===== config.mk =====
export PLATFORM = sky130hd
export DESIGN_NAME = onehot_event_decoder_flat
export DESIGN_NICKNAME = d
export VERILOG_FILES = /design/src/rtl/onehot_event_decoder_if.sv /design/src/rtl/onehot_event_decoder.sv /design/src/flat_wrapper.sv
export SDC_FILE = /design/constraint.sdc
export NUM_CORES = 1
export LEC_CHECK = 0
export ABC_AREA = 1
export CAP_MARGIN = 40
export CELL_PAD_IN_SITES_DETAIL_PLACEMENT = 1
export CELL_PAD_IN_SITES_GLOBAL_PLACEMENT = 1
export CORE_MARGIN = 2
export CORE_UTILIZATION = 37
export CTS_BUF_LIST = sky130_fd_sc_hd__clkbuf_8
export DETAILED_ROUTE_END_ITERATION = 12
export GPL_TIMING_DRIVEN = 0
export PLACE_DENSITY = 0.82
export SKIP_LAST_GASP = 1
export SYNTH_ARGS = -nofsm -noshare
export SYNTH_HDL_FRONTEND = slang
export SYNTH_SLANG_ARGS = --single-unit

===== constraint.sdc =====
create_clock -name clk -period 2.3 [get_ports clk]
set_input_delay 0.46 -clock clk [delete_from_list [all_inputs] [get_ports clk]]
set_output_delay 0.46 -clock clk [all_outputs]
set_load 0.01 [all_outputs]

===== src/rtl/onehot_event_decoder_if.sv =====
// Event bus for onehot_event_decoder: encoded input side, one-hot output
// handshake side, and status observation signals.
interface onehot_event_decoder_if;
    logic [2:0] in_idx;
    logic       in_valid;
    logic [7:0] out;
    logic [2:0] out_idx;
    logic       out_valid;
    logic       out_ready;
    logic [7:0] pending;
    logic       busy;
    logic [7:0] merge_cnt;

    modport master (
        output in_idx, in_valid, out_ready,
        input  out, out_idx, out_valid, pending, busy, merge_cnt
    );

    modport slave (
        input  in_idx, in_valid, out_ready,
        output out, out_idx, out_valid, pending, busy, merge_cnt
    );
endinterface


===== src/rtl/onehot_event_decoder.sv =====
// Receive-side decoder: encoded event indices are collected in a pending mask and
// re-expanded one at a time, highest index first, onto a one-hot handshake bus.
module onehot_event_decoder #(
    parameter int unsigned GAP_CYCLES = 2
) (
    input logic                 clk,
    input logic                 rst,
    onehot_event_decoder_if.slave bus
);
    typedef enum logic [1:0] {IDLE, PRESENT, GAP} state_t;

    localparam logic [3:0] GAP_LOAD = (GAP_CYCLES > 0) ? 4'(GAP_CYCLES - 1) : 4'd0;

    state_t     state_q, state_d;
    logic [7:0] out_q, out_d;
    logic [2:0] idx_q, idx_d;
    logic       valid_q, valid_d;
    logic [7:0] pend_q, pend_d;
    logic [3:0] gap_q, gap_d;
    logic [7:0] merge_q, merge_d;
    logic       busy_q;
    logic [2:0] sel;
    logic       load;
    logic [7:0] clr;
    logic [7:0] set;

    always_comb begin
        sel = '0;
        for (int unsigned i = 0; i < 8; i++) begin
            if (pend_q[i]) sel = 3'(i);
        end

        state_d = state_q;
        out_d   = out_q;
        idx_d   = idx_q;
        valid_d = valid_q;
        gap_d   = gap_q;
        load    = 1'b0;
        clr     = '0;

        case (state_q)
            IDLE: begin
                if (|pend_q) load = 1'b1;
            end
            PRESENT: begin
                if (valid_q && bus.out_ready) begin
                    if (GAP_CYCLES > 0) begin
                        state_d = GAP;
                        gap_d   = GAP_LOAD;
                        out_d   = '0;
                        idx_d   = '0;
                        valid_d = 1'b0;
                    end else if (|pend_q) begin
                        load = 1'b1;
                    end else begin
                        state_d = IDLE;
                        out_d   = '0;
                        idx_d   = '0;
                        valid_d = 1'b0;
                    end
                end
            end
            GAP: begin
                if (gap_q == 4'd0) state_d = IDLE;
                else               gap_d   = gap_q - 4'd1;
            end
            default: state_d = IDLE;
        endcase

        if (load) begin
            state_d = PRESENT;
            out_d   = 8'b1 << sel;
            idx_d   = sel;
            valid_d = 1'b1;
            clr     = 8'b1 << sel;
        end

        // Set is ORed after the clear so a same-cycle re-arrival of the loaded index survives.
        set     = bus.in_valid ? (8'b1 << bus.in_idx) : '0;
        pend_d  = (pend_q & ~clr) | set;
        merge_d = merge_q;
        if (bus.in_valid && pend_q[bus.in_idx] && !clr[bus.in_idx] && merge_q != '1)
            merge_d = merge_q + 8'd1;
    end

    always_ff @(posedge clk) begin
        if (rst) begin
            state_q <= IDLE;
            out_q   <= '0;
            idx_q   <= '0;
            valid_q <= 1'b0;
            pend_q  <= '0;
            gap_q   <= '0;
            merge_q <= '0;
            busy_q  <= 1'b0;
        end else begin
            state_q <= state_d;
            out_q   <= out_d;
            idx_q   <= idx_d;
            valid_q <= valid_d;
            pend_q  <= pend_d;
            gap_q   <= gap_d;
            merge_q <= merge_d;
            busy_q  <= (state_d != IDLE);
        end
    end

    assign bus.out       = out_q;
    assign bus.out_idx   = idx_q;
    assign bus.out_valid = valid_q;
    assign bus.pending   = pend_q;
    assign bus.busy      = busy_q;
    assign bus.merge_cnt = merge_q;
endmodule


===== src/flat_wrapper.sv =====
// flat-port wrapper written by rule: the top's interface ports become plain ports
module onehot_event_decoder_flat 
#(
    parameter int unsigned GAP_CYCLES = 2
)
  (clk, rst, bus_in_idx, bus_in_valid, bus_out_ready, bus_out, bus_out_idx, bus_out_valid, bus_pending, bus_busy, bus_merge_cnt);
  onehot_event_decoder_if bus_i ();
  input logic clk;
  input logic rst;
  input wire logic [$bits(bus_i.in_idx)-1:0] bus_in_idx;
  input wire logic [$bits(bus_i.in_valid)-1:0] bus_in_valid;
  input wire logic [$bits(bus_i.out_ready)-1:0] bus_out_ready;
  output wire logic [$bits(bus_i.out)-1:0] bus_out;
  output wire logic [$bits(bus_i.out_idx)-1:0] bus_out_idx;
  output wire logic [$bits(bus_i.out_valid)-1:0] bus_out_valid;
  output wire logic [$bits(bus_i.pending)-1:0] bus_pending;
  output wire logic [$bits(bus_i.busy)-1:0] bus_busy;
  output wire logic [$bits(bus_i.merge_cnt)-1:0] bus_merge_cnt;
  assign bus_i.in_idx = bus_in_idx;
  assign bus_i.in_valid = bus_in_valid;
  assign bus_i.out_ready = bus_out_ready;
  assign bus_out = bus_i.out;
  assign bus_out_idx = bus_i.out_idx;
  assign bus_out_valid = bus_i.out_valid;
  assign bus_pending = bus_i.pending;
  assign bus_busy = bus_i.busy;
  assign bus_merge_cnt = bus_i.merge_cnt;
  onehot_event_decoder #(.GAP_CYCLES(GAP_CYCLES)) u_core (.clk(clk), .rst(rst), .bus(bus_i));
endmodule

==> results of run 1 <==
[logic make-up after synthesis]
family / after synthesis / synth area share, %
simple gates: 152 / 35.0
fa+ha+maj: 7 / 4.66
buf+inv: 51 / 10.3
xor+xnor: 2 / 0.932
flops: 35 / 37.3
compound gates: 39 / 11.9
[flip-flops by register name, summed over array words and instances, names as in the netlist]
register	cells
u_core.bus.merge_cnt	8
u_core.bus.out	8
u_core.bus.pending	8
u_core.gap_q	4
u_core.bus.out_idx	3
u_core.state_q	2
u_core.bus.busy	1
u_core.bus.out_valid	1
[path summary, 6_finish.rpt]
path | from | end | slack (ns) | depth (start not counted)
worst min-delay path | u_core.bus.out[3]$_SDFFE_PP0P_ | u_core.bus.out[3]$_SDFFE_PP0P_ | 0.47 | 2
worst max register to register | u_core.state_q[0]$_SDFF_PP0_ | u_core.bus.merge_cnt[2]$_SDFFE_PP0P_ | 0.25 | 13
worst max-delay path | bus_in_idx[0] | u_core.bus.merge_cnt[2]$_SDFFE_PP0P_ | 0.18 | 12
worst min register to register | u_core.bus.out[3]$_SDFFE_PP0P_ | u_core.bus.out[3]$_SDFFE_PP0P_ | 0.47 | 2
[layout by cell type, fill, tap and decap left out, types with 2 or more instances in the layout]
master and n:
nor2_2 2, a22oi_1 3, clkbuf_8 6, a31oi_1 2, nand2_2 2, xor2_1 2
ha_1 6, nand3_1 20, clkdlybuf4s50_1 33, nor2_4 2, o21ai_0 10, dfxtp_1 35
inv_1 44, nand4_1 7, nor2_1 37, nor3_1 3, inv_2 3, a21oi_1 21
nand2_1 76, clkbuf_1 2
[per-stage QoR]
| step | instances | power (W) | hold slack, ns | cell area [sq um] | setup slack [ns] |
|---|---|---|---|---|---|
| 4_1_cts | 395 | 0.00162 | 0.471 | 2420 | 0.0312 |
| 5_1_grt | 396 | 0.00170 | 0.482 | 2440 | -0.000271 |
| 3_3_place_gp | 387 | 0.00101 | 0.445 | 2300 | -0.142 |
| 3_5_place_dp | 387 | 0.00102 | 0.461 | 2300 | -0.261 |
| 6_report | 396 | 0.00161 | 0.468 | 2440 | 0.178 |
| 2_1_floorplan | 286 | 0.000898 | 0.431 | 1880 | 0.613 |
[report_power, final]
group / internal [W] / total, W / switching [W]
Clock: 0.000351 / 0.000599 / 0.000248
Combinational: 0.000127 / 0.000335 / 0.000207
Sequential: 0.000647 / 0.000677 / 0.0000305
Total: 0.00112 / 0.00161 / 0.000486
[final cells by class]
class | count | area share (%)
multi-input cells | 201 | 41.2
flip-flops and latches | 35 | 28.7
repair buffers | 34 | 14.0
inverters | 47 | 7.22
well taps | 67 | 3.43
clock buffers | 6 | 3.38
clock inverters | 2 | 1.43
plain buffers | 4 | 0.665
[critical path, stage by stage]
cell	delay, ns
clkdlybuf4s50_1	0.60
inv_1	0.13
nor2_4	0.15
inv_1	0.07
o22ai_1	0.10
o21ai_0	0.10
nand2_1	0.10
a21boi_4	0.27
nand3_4	0.13
nand2_1	0.10
nand2_1	0.06
nor2_1	0.09
[metal layers]
metal | track usage [%] | up-vias | part of all wire [%]
li1 | - | 986 | -
met1 | 27.4 | 915 | 48
met2 | 35.5 | 45 | 47
met3 | 4.55 | 8 | 4.4
met4 | 6.04 | 0 | 1.4
met5 | 0 | - | 0
[cells in the mapped netlist, drive strengths merged]
library cell,count,share of area (%)
nand3,22,6.8
a211oi,1,0.40
nand4,7,2.3
nor2,41,8.9
dfxtp,35,37
buf,1,0.20
a22oi,3,1.2
nor3,3,0.80
clkbuf,3,0.67
xor2,2,0.93
inv,47,9.4
o21ai,10,2.7
nand3b,1,0.40
a21oi,21,5.6
a21boi,1,1.0
a31oi,2,0.67
ha,7,4.7
o22ai,1,0.33
nand2,78,16
[timing repair]
action / 4_1_cts / 5_1_grt
hold buffers: 0 / 0
endpoints found under the setup margin: 0 / 8
setup buffers: 0 / 0
gates resized for setup: 0 / 4
==> out/metrics.csv, run 1 <==
stage;metric;value;unit
job;max_cap viols;0;
placed_design;gp weighted congestion;0.863;
floorplan;num ports;36;
clock_tree;clock slew at reported path FFs;0.07;ns
layout;area delta synth->final;30.1;%
clock_tree;# clock sinks;35;
timing;setup_tns;0;ns
power_and_ir_drop;Leakage;1.08;nW
floorplan;initial core utilization;39.0;%
routing;vias post-DR;1954;
timing;Slew Viols, Final;0;
floorplan;Die Width;75.3;um
synth;Ys Warns;0;
routing;residual DRC count;0;
layout;register area;701;sq um
timing;final setup fails;0;
routing;average via count per standard cell;4.93;
timing;fmax;471;MHz
layout;Nets;342;
power_and_ir_drop;PwrDens;659;nW/um^2
setup_path;startpoint types;primary input;
floorplan;Die H;75.3;um
synth;Seq cells post-synth;35;
clock_tree;H-tree depth;2;
clock_tree;root buf cell;clkbuf_8;
timing;Final Cycle Share;92.2;%
setup_path;nature of the critical path endpoint;register;
placed_design;port buffer count;34;
power_and_ir_drop;Max rail drop VDD;0.000320;V
synth;post-synthesis cell type count;26;
synth;post-synthesis sequential area ratio;37.3;%
global_routing;GRT Util Overall;21.1;%
layout;layout cells sized above 1;6.99;%
routing;number of routed nets with antenna violations;0;
timing;Final Hold Fails;0;
timing;Final Skew;0.00786;ns
routing;drt first pass iters;4;
clock_tree;CTS tree;done;
layout;Core Util, Final;50.8;%
setup_path;Crit Path Class;primary input to register;
global_routing;initial antenna violation count;0;
setup_path;CP arrival;2.36;ns
clock_tree;number of buffers created by CTS;5;
routing;initial DRC count;77;
synth;Avg Cell Area, Syn;6.57;sq um
global_routing;total grt overflow;0;
timing;worst-margin pin slew;0.521;ns
placed_design;DPL Wire Length;4.03;mm
floorplan;Core Region;4820;sq um
floorplan;row count;25;
layout;Inserted Diodes;0;
setup_path;CP Max Fanout;6;
layout;FILL cells;655;
floorplan;Die ar.;5670;sq um
synth;Mapped Cells;286;
timing;Tmin final;2.12;ns
clock_tree;maximum clock insertion buffer count;2;
global_routing;via count of the first global-routing pass;2021;
timing;worst rel slew slack;65.3;%
setup_path;Required @ worst endpoint;2.54;ns
clock_tree;Skew-Pair Late Insertion Delay;0.30;ns
global_routing;largest net degree at the start of global routing;12;
synth;Syn Nets;300;
layout;Multi-input gate area;1010;sq um
synth;Cell Area, Synth;1880;sq um
routing;Total Wirelength;5.40;mm
worst_hold_path;Hold Crit Class;register to register;
global_routing;global-route wire length before repair;9.10;mm
run_status;status;completed;
routing;routed length per instance;13.6;um
(Power assumes the default switching activity.)
==> run 2: changes to the inputs <==
==> constraint.sdc (replaced) <==
create_clock -name clk -period 2.25 [get_ports clk]
set_input_delay 0.45 -clock clk [delete_from_list [all_inputs] [get_ports clk]]
set_output_delay 0.45 -clock clk [all_outputs]
set_load 0.01 [all_outputs]
==> run 2 against run 1 <==
Hold slack got worse by 0.0080 ns. Highest routed layer unchanged. Global-route usage did not move. Count of clock-buffer cells in the layout did not move. Clock power rose by 2%. Non-clock buffer count did not move. Cell count did not move. Sequential power rose by 2%.
==> out/metrics.csv, run 2 (synthesis gave the netlist of run 1 again) <==
stage;metric;value;unit;change
routing;vias post-DR;1946;;was 1954
placed_design;gp weighted congestion;0.863;;unchanged
power_and_ir_drop;sequential share of power;42.1;%;about the same
power_and_ir_drop;Switching Share;30.2;%;was 30.1%
clock_tree;H-tree depth;2;;unchanged
setup_path;depth of the worst register-to-register path;13;;unchanged
global_routing;met1 Usage GRT;27.4;%;unchanged
clock_tree;CTS tree;done;;unchanged
global_routing;largest net degree at the start of global routing;12;;unchanged
layout;Inserted Diodes;0;;unchanged
setup_path;Required @ worst endpoint;2.49;ns;was 2.54 ns
placed_design;Placed Area;2300;sq um;unchanged
layout;most frequent cells in the layout;76 x nand2_1, 44 x inv_1, 37 x nor2_1;;unchanged
power_and_ir_drop;Pint;0.00115;W;was 0.00113 W
setup_path;nature of the critical path endpoint;register;;unchanged
global_routing;grt met2 use;35.5;%;unchanged
setup_path;CP arrival;2.29;ns;was 2.36 ns
layout;layout cells sized above 1;6.99;%;unchanged
worst_hold_path;Hold Crit Class;primary input to register;;was register to register
layout;Nets;342;;unchanged
floorplan;Die H;75.3;um;unchanged
job;max_cap viols;0;;unchanged
setup_path;CP Max Fanout;7;;was 6
timing;Final Hold Fails;0;;unchanged
power_and_ir_drop;Leakage;1.09;nW;was 1.08 nW
layout;most common library cell in the layout ignoring fill and taps;nand2_1;;unchanged
clock_tree;maximum clock insertion buffer count;2;;unchanged
timing;Final Cycle Share;91.3;%;
power_and_ir_drop;Gate power share;20.8;%;about the same
run_status;status;completed;;unchanged
setup_path;Crit Path Class;register to register;;was primary input to register
placed_design;port buffer count;34;;unchanged
worst_hold_path;WHS Path Cells;2;;unchanged
global_routing;initial antenna violation count;0;;unchanged
routing;drt first pass iters;4;;unchanged
layout;FILL cells;654;;was 655
floorplan;Die Width;75.3;um;unchanged
power_and_ir_drop;clock power share;37.2;%;about the same
clock_tree;clock slew at reported path FFs;0.07;ns;about the same
floorplan;row count;25;;unchanged
timing;Slew Viols, Final;0;;unchanged
power_and_ir_drop;Overall Power;0.00165;W;was 0.00161 W
timing;worst setup margin;0.196;ns;was 0.178 ns
timing;Tmin final;2.05;ns;
global_routing;global-route wire length before repair;9.10;mm;unchanged
clock_tree;root buf cell;clkbuf_8;;unchanged
routing;Total Wirelength;5.40;mm;about the same
power_and_ir_drop;Sw Pwr;0.000496;W;was 0.000486 W
timing;fmax;487;MHz;
timing;worst rel slew slack;65.3;%;about the same
floorplan;initial core utilization;39.0;%;unchanged
power_and_ir_drop;PwrDens;673;nW/um^2;was 659 nW/um^2
floorplan;Die ar.;5670;sq um;unchanged
routing;average via count per standard cell;4.91;;was 4.93
placed_design;Place WS;-0.301;ns;was -0.261 ns
setup_path;startpoint types;register;;was primary input
power_and_ir_drop;Max rail drop VDD;0.000327;V;was 0.000320 V
floorplan;Core Region;4820;sq um;unchanged
clock_tree;postcts setup bufs;0;;unchanged
timing;Final Skew;0.00779;ns;was 0.00786 ns
placed_design;DPL Wire Length;4.03;mm;unchanged
routing;residual DRC count;0;;unchanged
layout;area delta synth->final;30.2;%;was 30.1%
routing;routed length per instance;13.6;um;about the same
routing;number of routed nets with antenna violations;0;;unchanged
global_routing;met3 usage;4.55;%;unchanged
global_routing;via count of the first global-routing pass;2021;;unchanged
timing;worst-margin pin slew;0.521;ns;about the same
layout;Core Util, Final;50.8;%;about the same
floorplan;num ports;36;;unchanged
routing;initial DRC count;76;;was 77
clock_tree;Hold-fix buffers, CTS;0;;unchanged
global_routing;GRT Util Overall;21.1;%;unchanged
clock_tree;# clock sinks;35;;unchanged
layout;cell area after layout;2450;sq um;was 2440 sq um
global_routing;total grt overflow;0;;unchanged
global_routing;grt peak-use layer;met2;;unchanged
clock_tree;Skew-Pair Late Insertion Delay;0.30;ns;about the same
clock_tree;number of buffers created by CTS;5;;unchanged
timing;final setup fails;0;;unchanged
[run 2: final timing paths]
check	startpoint	to	slack (ns)
hold reg to reg	u_core.bus.out[3]$_SDFFE_PP0P_	u_core.bus.out[3]$_SDFFE_PP0P_	0.47
setup reg to reg	u_core.state_q[0]$_SDFF_PP0_	u_core.bus.merge_cnt[2]$_SDFFE_PP0P_	0.20
hold / removal	rst	u_core.bus.out[2]$_SDFFE_PP0P_	0.46
setup / recovery	u_core.state_q[0]$_SDFF_PP0_	u_core.bus.merge_cnt[2]$_SDFFE_PP0P_	0.20
[run 2: per-stage QoR]
| stage | instances | hold slack (ns) | TNS, ns |
|---|---|---|---|
| CTS | 395 | 0.461 | 0 |
| global placement | 387 | 0.445 | -1.23 |
| floorplan | 286 | 0.431 | 0 |
| global route | 396 | 0.472 | -0.0000842 |
| detailed placement | 387 | 0.461 | -2.07 |
| finish | 396 | 0.460 | 0 |
[run 2: what timing repair did]
| action | in CTS | in global routing |
|---|---|---|
| resized for setup | 1 | 4 |
| cloned | 0 | 1 |
| pin swaps | 0 | 1 |
| endpoints found under the setup margin | 1 | 8 |
| hold endpoints to repair | 0 | 0 |
[run 2: worst max-delay path, cell delays in order (launching register included)]
cell and delay (ns):
dfxtp_1 0.40, inv_1 0.09, ha_2 0.24, inv_1 0.10, nor2_1 0.08, nand3_2 0.12, nor2_1 0.05, nor2_1 0.10
nand2_1 0.14, a21boi_4 0.27, nand3_4 0.13, nand2_1 0.10, nand2_1 0.06, nor2_1 0.09
[run 2: cell type report]
cell class              count  area [sq um]  area share, %
clock inverters             2          35.0           1.43
plain buffers               4          16.3          0.665
repair buffers             34           345           14.1
well taps                  67          83.8           3.43
clock buffers               6          82.6           3.37
inverters                  47           176           7.21
multi-input cells         201          1010           41.2
flip-flops and latches     35           701           28.6
[run 2: power groups by stage]
| stage | clock [W] | sequential, W | combinational, W |
|---|---|---|---|
| after floorplan | 0 | 0.000712 | 0.000206 |
| after global placement | 0 | 0.000705 | 0.000327 |
| after detailed placement | 0 | 0.000707 | 0.000337 |
| after CTS | 0.000623 | 0.000693 | 0.000341 |
| after global routing | 0.000646 | 0.000698 | 0.000395 |
| final | 0.000612 | 0.000693 | 0.000342 |
[run 2: layer usage]
metal	vias to the layer above	share of wire (%)
met4	0	1.4
met5	-	0
met2	45	47
met3	8	4.5
li1	986	-
met1	907	47
==> run 3: changes to the inputs <==
--- a/config.mk
+++ b/config.mk
@@ -10,11 +10,11 @@
 export CELL_PAD_IN_SITES_DETAIL_PLACEMENT = 1
 export CELL_PAD_IN_SITES_GLOBAL_PLACEMENT = 1
 export CORE_MARGIN = 2
-export CORE_UTILIZATION = 37
+export CORE_UTILIZATION = 35
 export CTS_BUF_LIST = sky130_fd_sc_hd__clkbuf_8
 export DETAILED_ROUTE_END_ITERATION = 12
 export GPL_TIMING_DRIVEN = 0
-export PLACE_DENSITY = 0.82
+export PLACE_DENSITY = 0.78
 export SKIP_LAST_GASP = 1
 export SYNTH_ARGS = -nofsm -noshare
 export SYNTH_HDL_FRONTEND = slang
==> run 3 against run 2 <==
Via count shrank 0.15%. Register-to-register slack gained 0.03 ns. Fmax grew 1.5%. Cell count grew 1.3%. First-iteration DRC count shrank 22%. Clock skew is essentially flat. Utilization shrank 3.7 points. Count of clock-buffer cells in the layout shrank 1. Combinational power grew 1%.
==> out/metrics.csv, run 3 (synthesis gave the netlist of run 1 again) <==
stage;metric;value;unit;change
global_routing;GRT Util Overall;18.9;%;was 21.1%
setup_path;r2r setup slk;0.23;ns;was 0.20 ns
routing;routed length per instance;13.3;um;was 13.6 um
placed_design;Placed Area;2310;sq um;was 2300 sq um
timing;Final Skew;0.00795;ns;was 0.00779 ns
layout;Inserted Diodes;0;;unchanged
job;max_cap viols;0;;unchanged
routing;drt first pass iters;4;;unchanged
global_routing;initial antenna violation count;0;;unchanged
clock_tree;maximum clock insertion buffer count;2;;unchanged
timing;worst rel slew slack;65.4;%;was 65.3%
clock_tree;root buf cell;clkbuf_8;;unchanged
layout;Core Util, Final;47.1;%;was 50.8%
floorplan;Die ar.;5970;sq um;was 5670 sq um
global_routing;total grt overflow;0;;unchanged
setup_path;depth of the worst register-to-register path;12;;was 13
routing;Total Wirelength;5.32;mm;was 5.40 mm
setup_path;FF-to-FF End;u_core.bus.merge_cnt[5]$_SDFFE_PP0P_;;was u_core.bus.merge_cnt[2]$_SDFFE_PP0P_
layout;most common library cell in the layout ignoring fill and taps;nand2_1;;unchanged
global_routing;largest net degree at the start of global routing;11;;was 12
routing;initial DRC count;59;;was 76
layout;area delta synth->final;28.8;%;was 30.2%
worst_hold_path;Hold Crit Class;register to register;;was primary input to register
layout;most frequent cells in the layout;76 x nand2_1, 46 x inv_1, 37 x nor2_1;;was 76 x nand2_1, 44 x inv_1, 37 x nor2_1
timing;worst-margin pin slew;0.519;ns;was 0.521 ns
layout;layout cells sized above 1;6.95;%;was 6.99%
clock_tree;Hold-fix buffers, CTS;0;;unchanged
placed_design;cell count after placement;390;;was 387
global_routing;global-route wire length before repair;9.08;mm;was 9.10 mm
placed_design;gp weighted congestion;0.849;;was 0.863
layout;cell area after layout;2420;sq um;was 2450 sq um
routing;number of routed nets with antenna violations;0;;unchanged
clock_tree;clock slew at reported path FFs;0.08;ns;was 0.07 ns
layout;FILL cells;719;;was 654
routing;average via count per standard cell;4.85;;was 4.91
setup_path;startpoint types;register;;unchanged
floorplan;initial core utilization;36.6;%;was 39.0%
placed_design;port buffer count;34;;unchanged
layout;fin cells;401;;was 396
clock_tree;# clock sinks;35;;unchanged
floorplan;num ports;36;;unchanged
floorplan;Die Width;77.3;um;was 75.3 um
power_and_ir_drop;Max rail drop VDD;0.000393;V;was 0.000327 V
layout;Nets;344;;was 342
worst_hold_path;WHS Path Cells;2;;unchanged
floorplan;Core Region;5140;sq um;was 4820 sq um
setup_path;CP arrival;2.25;ns;was 2.29 ns
setup_path;RR Startpoint;u_core.bus.pending[1]$_SDFF_PP0_;;was u_core.state_q[0]$_SDFF_PP0_
power_and_ir_drop;PwrDens;612;nW/um^2;was 673 nW/um^2
routing;vias post-DR;1943;;was 1946
floorplan;row count;26;;was 25
run_status;status;completed;;unchanged
floorplan;Die H;77.3;um;was 75.3 um
worst_hold_path;Min-Delay Startpoint;u_core.bus.out[1]$_SDFFE_PP0P_;;was rst
global_routing;via count of the first global-routing pass;1917;;was 2021
timing;Final Hold Fails;0;;unchanged
placed_design;DPL Wire Length;4.08;mm;was 4.03 mm
clock_tree;number of buffers created by CTS;5;;unchanged
timing;fmax;494;MHz;was 487 MHz
setup_path;nature of the critical path endpoint;register;;unchanged
clock_tree;H-tree depth;2;;unchanged
setup_path;CP Max Fanout;5;;was 7
timing;RSZ-0062 raised after global routing;no;;
worst_hold_path;worst hold endpoint;u_core.bus.out[1]$_SDFFE_PP0P_;;was u_core.bus.out[2]$_SDFFE_PP0P_
clock_tree;Skew-Pair Late Insertion Delay;0.29;ns;was 0.30 ns
clock_tree;CTS tree;done;;unchanged
power_and_ir_drop;Leakage;1.09;nW;about the same
timing;Tmin final;2.02;ns;was 2.05 ns
setup_path;Crit Path Class;register to register;;unchanged
timing;Final Cycle Share;90.0;%;was 91.3%
setup_path;Required @ worst endpoint;2.48;ns;was 2.49 ns
timing;setup_tns;0;ns;unchanged
routing;residual DRC count;0;;unchanged
timing;Slew Viols, Final;0;;unchanged
timing;final setup fails;0;;unchanged
[run 3: changes by cell type in the layout (fill, tap and decap cells not counted)]
cell       change
inv_1          +2
nor2_4         -1
a21boi_2       -1
buf_4          +3
nor2_2         +1
bufinv_16      -1
clkbuf_8       -1
[run 3: what timing repair did]
action / CTS / global route
endpoints found under the setup margin: 0 / 8
buffers inserted: 0 / 3
gates resized for setup: 0 / 4
[run 3: critical path: stages, from the launching register on]
cell      delay, ns
dfxtp_1        0.36
nor2_1         0.20
nand4_1        0.21
nand3_1        0.21
nor2_1         0.07
nor2_1         0.15
nand2_1        0.11
a21boi_4       0.23
buf_4          0.17
nand3_1        0.06
nand2_1        0.06
nand2_1        0.05
nor2_1         0.08
[run 3: layout make-up]
cell class	count	area (sq um)	area share, %
multi-input cells	200	991	40.9
flip-flops and latches	35	701	28.9
repair buffers	37	368	15.2
inverters	47	176	7.29
well taps	70	87.6	3.62
clock buffers	5	68.8	2.84
plain buffers	4	16.3	0.672
clock inverters	3	12.5	0.517
[run 3: worst max path at each step]
stage | slack [ns] | start | to | cells past startpoint
floorplan | 0.56 | u_core.state_q[0]$_SDFF_PP0_ | u_core.bus.merge_cnt[4]$_SDFFE_PP0P_ | 12
global placement | -0.19 | bus_in_idx[0] | u_core.bus.merge_cnt[1]$_SDFFE_PP0P_ | 10
detailed placement | -0.26 | bus_in_idx[0] | u_core.bus.merge_cnt[1]$_SDFFE_PP0P_ | 11
CTS | 0.04 | bus_in_idx[0] | u_core.bus.merge_cnt[1]$_SDFFE_PP0P_ | 11
global route | 0.04 | u_core.state_q[0]$_SDFF_PP0_ | u_core.bus.merge_cnt[5]$_SDFFE_PP0P_ | 14
finish | 0.23 | u_core.bus.pending[1]$_SDFF_PP0_ | u_core.bus.merge_cnt[5]$_SDFFE_PP0P_ | 12
[run 3: metal layers]
metal	up-vias	routed length [um]	GRT usage, %	part of all wire [%]
met2	35	2450	30.4	46
li1	989	-	-	-
met3	4	206	3.41	3.9
met1	915	2610	25.7	49
met5	-	0	0	0
met4	0	48	5.89	0.90
[run 3: power by group]
| group | total [W] | switching (W) | internal [W] |
|---|---|---|---|
| Combinational | 0.000346 | 0.000215 | 0.000131 |
| Clock | 0.000443 | 0.000235 | 0.000208 |
| Sequential | 0.000692 | 0.0000307 | 0.000661 |
| Total | 0.00148 | 0.000480 | 0.00100 |
[run 3: metrics by stage]
stage,hold slack [ns],setup WS [ns],total power [W]
6_report,0.467,0.225,0.00148
5_1_grt,0.485,0.0409,0.00158
4_1_cts,0.460,0.0399,0.00150
3_5_place_dp,0.455,-0.264,0.00105
3_3_place_gp,0.447,-0.195,0.00103
2_1_floorplan,0.431,0.563,0.000918
==> variant 1 (flow settings as in run 1) <==
Re-encode `state_t` (3 states) as one-hot, 3 bits wide.
--- a/src/rtl/onehot_event_decoder.sv
+++ b/src/rtl/onehot_event_decoder.sv
@@ -8,5 +8,5 @@
     onehot_event_decoder_if.slave bus
 );
-    typedef enum logic [1:0] {IDLE, PRESENT, GAP} state_t;
+    typedef enum logic [2:0] {IDLE = 3'b001, PRESENT = 3'b010, GAP = 3'b100} state_t;
 
     localparam logic [3:0] GAP_LOAD = (GAP_CYCLES > 0) ? 4'(GAP_CYCLES - 1) : 4'd0;
Behaviour: no difference found for any inputs over 10 cycles, from zero or initial values and one cycle with rst high; not proved beyond that.
==> variant 1 against run 1 <==
  * Sequential cell count up 1
  * Setup slack better by 0.12 ns
  * Global-route usage down 1.7 points
  * Via count down 4.8%
  * Total power down 4.7%
  * Cell area down 0.26%
  * Combinational power down 12%
  * Non-clock buffer count down 1
  * Routed wire length down 4.6%
  * Sequential power up 1%
  * Maximum frequency up 5.9%
  * Synthesized area up 1.3%
  * Critical endpoint is now u_core.bus.merge_cnt[0]
  * Highest routed layer unchanged
==> variant 1: results (changes against run 1) <==
synth:
  yosysWarnings: 0  # unchanged
  synth.lib_cells_used.distinct: 31  # +19%
  syn_area_per_cell_sq_um: 6.971  # +6.1%
  synth.yosys.seq_area_share_pct: 37.87  # +0.59 points
  async_flop_share_pct: 0  # unchanged
  postSynthNetCount: 283  # -5.7%
  synthTopCellsByCount: "nand2_1 (75), dfxtp_1 (36), inv_1 (36)"
  synth.top_cells.by_area: "dfxtp_1 (38%), nand2_1 (15%), inv_1 (7.1%), a21oi_1 (6.0%), nor2_1 (4.5%)"
sta:
  clock-skew-final_ns: 0.005060  # -0.002799 ns
  slew_hr_pct: 67.50  # +2.2 points
  holdWs_ns: 0.4658  # -0.002059 ns
  report.final.hold_viol_count: 0  # unchanged
place:
  portBuffers: 34  # unchanged
  placed_cell_area_sq_um: 2331  # +1.2%
  place.detailed.hpwl_microns: 4010  # -0.53%
  gp_routability_congestion: 0.8490  # -1.6%
  place_ws_ns: 0.03793  # +0.2990 ns
  place.detailed.instances: 377  # -2.6%
detailed_routing:
  drt-vias-per-instance: 4.834  # -2.0%
  count_of_vias_placed_by_the_detailed_router: 1861  # -4.8%
  dr.first_iter.drc_count: 87  # +13%
  drt-wirelength-per-cell_microns: 13.39  # -1.9%
worst_setup_path:
  reg2reg_depth: 11  # -2
  worstReg2RegEnd: "u_core.bus.merge_cnt[0]"
  r2r-start: "u_core.bus.pending[7]"
  crit_arrival_ns: 2.19  # -0.17 ns
  ff2ff_setup_slack_ns: 0.50  # +0.25 ns
  cell_family_with_most_cp_delay: "simple AND/OR/NAND/NOR gates"
  critical-path-max-stage-delay_ns: 0.52  # -0.08 ns
clock_network:
  postCtsSetupBuffers: 0  # unchanged
worst_hold_path:
  min_from: "u_core.bus.out[1]"
  hold_end: "u_core.bus.out[1]"
finish:
  fillers: 672  # +2.6%
  layout-drive-gt1-share_pct: 13.33  # +6.3 points
  design.final.nets: 324  # -5.3%
grt:
  grt_pass1_vias: 1835  # -9.2%
  grt_first_pass_wirelength_microns: 8335  # -8.4%
  aggregate_global_route_resource_usage_pct: 19.39  # -1.7 points
  grt_start_max_net_pins: 12  # unchanged
run_status:
  run_status: "finished, final reports clean"
pwr:
  ir_drop_v: 0.0002986  # -6.8%
  leakage_nw: 1.018  # -5.6%
-- variant 1: how the worst max path moves through the flow --
stage	cells after the start	startpoint	slack (ns)	end
global placement	9	bus_in_idx[1]	0.09	u_core.bus.merge_cnt[2]
global route	9	bus_in_idx[1]	0.20	u_core.bus.merge_cnt[0]
floorplan	12	u_core.bus.merge_cnt[0]	0.74	u_core.bus.merge_cnt[7]
detailed placement	9	bus_in_idx[1]	0.04	u_core.bus.merge_cnt[2]
CTS	10	bus_in_idx[0]	0.30	u_core.bus.merge_cnt[0]
finish	9	bus_in_idx[1]	0.30	u_core.bus.merge_cnt[0]
-- variant 1: routing by layer --
| layer | wire (microns) | vias to the layer above | track usage [%] |
|---|---|---|---|
| met5 | 0 | - | 0 |
| met4 | 55 | 0 | 5.068 |
| met3 | 136 | 6 | 4.365 |
| met2 | 2740 | 24 | 35.46 |
| met1 | 2222 | 886 | 22.74 |
| li1 | - | 945 | - |
-- variant 1: where the power goes --
group / switching (mW) / internal (mW)
registers: 0.0262 / 0.658
clock network: 0.237 / 0.317
logic: 0.183 / 0.113
-- variant 1: logic make-up (layout without fill, tap and decap cells) --
logic type,count (synthesis),after routing,synth area share (%)
and+or+nand+nor,148,148,39.05
buffers and inverters,47,89,9.270
AOI/OAI and AO/OA,39,39,11.83
DFF,36,36,37.87
adders and majority gates,3,3,1.973
-- variant 1: layout make-up --
cell class,count,area [sq um],share of cell area [%]
buffer,3,11.26,0.4618
clock buffer,5,68.82,2.822
tap,70,87.58,3.592
timing repair buffer,34,340.3,13.96
sequential,36,720.7,29.55
multi-input combinational,190,1006,41.25
clock inverter,3,38.79,1.591
inverter,44,165.2,6.773
==> variant 2 (config.mk and constraints of run 1) <==
Without the edit above. Make the reset (`rst`) asynchronous in one clocked block.
--- a/src/rtl/onehot_event_decoder.sv
+++ b/src/rtl/onehot_event_decoder.sv
@@ -84,5 +84,5 @@
     end
 
-    always_ff @(posedge clk) begin
+    always_ff @(posedge clk or posedge rst) begin
         if (rst) begin
             state_q <= IDLE;
Formal check against the unedited RTL: differs if rst is asserted again (counterexample within 4 cycles, from zero or initial values and one cycle with rst high); with rst held inactive, the same outputs for 10 cycles.
==> variant 2 against run 1 <==
  * Synthesized cell count down 13%
  * Register-to-register slack gained 0.11 ns
  * Cell area increased by 3.7%
  * Routed wire length down 5.0%
  * Synthesized area rose by 4.9%
  * Sequential cell count unchanged
  * Setup slack got worse by 0.0051 ns
  * Critical path type unchanged
Power is not compared: it rests on default switching activity, and its combinational part moved more than twofold at a synthesized area within 25%.
==> variant 2: results (changes against run 1) <==
worst_setup_path:
  reg2reg_depth: 10  # -3
  critical-path-max-stage-delay_ns: 0.57  # -0.03 ns
  worstReg2RegEnd: "u_core.bus.merge_cnt[7]"
  r2r-start: "u_core.state_q[0]"
  ff2ff_setup_slack_ns: 0.36  # +0.11 ns
grt:
  grtUsageMet2_pct: 29.91  # -5.6 points
  use_met1_pct: 25.21  # -2.2 points
  groute.layer.met3.usage_pct: 3.294  # -1.3 points
  aggregate_global_route_resource_usage_pct: 18.59  # -2.5 points
  grt_first_pass_wirelength_microns: 8866  # -2.6%
  grt_start_max_net_pins: 36  # +24
finish:
  final_non_filler_cells: 363  # -8.3%
sta:
  transition_time_at_the_pin_with_the_least_slew_margin_ns: 0.7448  # +0.2240 ns
  holdWs_ns: 0.4991  # +0.03121 ns
  clock-skew-final_ns: 0.006421  # -0.001437 ns
synth:
  synth.yosys.seq_area_share_pct: 44.44  # +7.2 points
  synth.top_cells.by_area: "dfrtp_1 (44%), inv_1 (9.5%), nand2_1 (9.5%), o21ai_0 (5.6%), ha_1 (4.4%)"
  postSynthNetCount: 262  # -13%
  synth.lib_cells_used.distinct: 27  # +3.8%
place:
  placed_cell_area_sq_um: 2409  # +4.6%
  place.detailed.instances: 353  # -8.8%
worst_hold_path:
  hold_end: "u_core.gap_q[0]"
detailed_routing:
  dr.first_iter.drc_count: 69  # -10%
  wl_met2_microns: 2454  # -2.4%
  postRouteWirelength_microns: 5136  # -5.0%
run_status:
  run_status: "finished, final reports clean"
variant 2: logic make-up after synthesis:
family	Yosys count	synth area share (%)
simple gates	103	25.59
fa+ha+maj	7	4.444
flops	35	44.44
buf+inv	55	10.48
compound gates	43	12.83
xor+xnor	5	2.223
variant 2: power groups by stage:
stage               clock [mW]  sequential, mW  combinational, mW
CTS                      0.497           0.995               1.47
finish                   0.487           0.991               1.48
detailed placement           0            1.00               1.46
floorplan                    0            1.05              0.784
global route             0.528            1.02               1.64
global placement             0           0.994               1.40
variant 2: cell type report:
type | count | area [sq um]
fillers | 662 | 2604
flip-flops and latches | 35 | 875.8
plain buffers | 1 | 3.754
inverters | 54 | 202.7
clock buffers | 7 | 96.34
multi-input cells | 158 | 888.4
repair buffers | 37 | 377.9
clock inverters | 1 | 3.754
well taps | 70 | 87.58
variant 2: worst max path at each step:
| stage | endpoint | slack [ns] | cells after the start | from |
|---|---|---|---|---|
| CTS | u_core.bus.merge_cnt[1] | 0.1 | 12 | bus_in_idx[0] |
| global route | u_core.bus.merge_cnt[2] | 0.02 | 13 | bus_in_idx[1] |
| floorplan | u_core.bus.merge_cnt[5] | 0.67 | 10 | u_core.state_q[0] |
| global placement | u_core.bus.merge_cnt[5] | -0.15 | 12 | bus_in_idx[1] |
| finish | u_core.bus.merge_cnt[2] | 0.17 | 13 | bus_in_idx[0] |
| detailed placement | u_core.bus.merge_cnt[1] | -0.17 | 12 | bus_in_idx[0] |
variant 2: worst max-delay path: cells and delay by family:
kind            cells  cell delay [ns]
compound gates      3             0.46
buf+inv             5             0.99
simple gates        5             0.40
variant 2: repair_timing:
item,4_1_cts,5_1_grt
buffers inserted,0,2
endpoints found under the setup margin,0,7
hold buffers,0,0
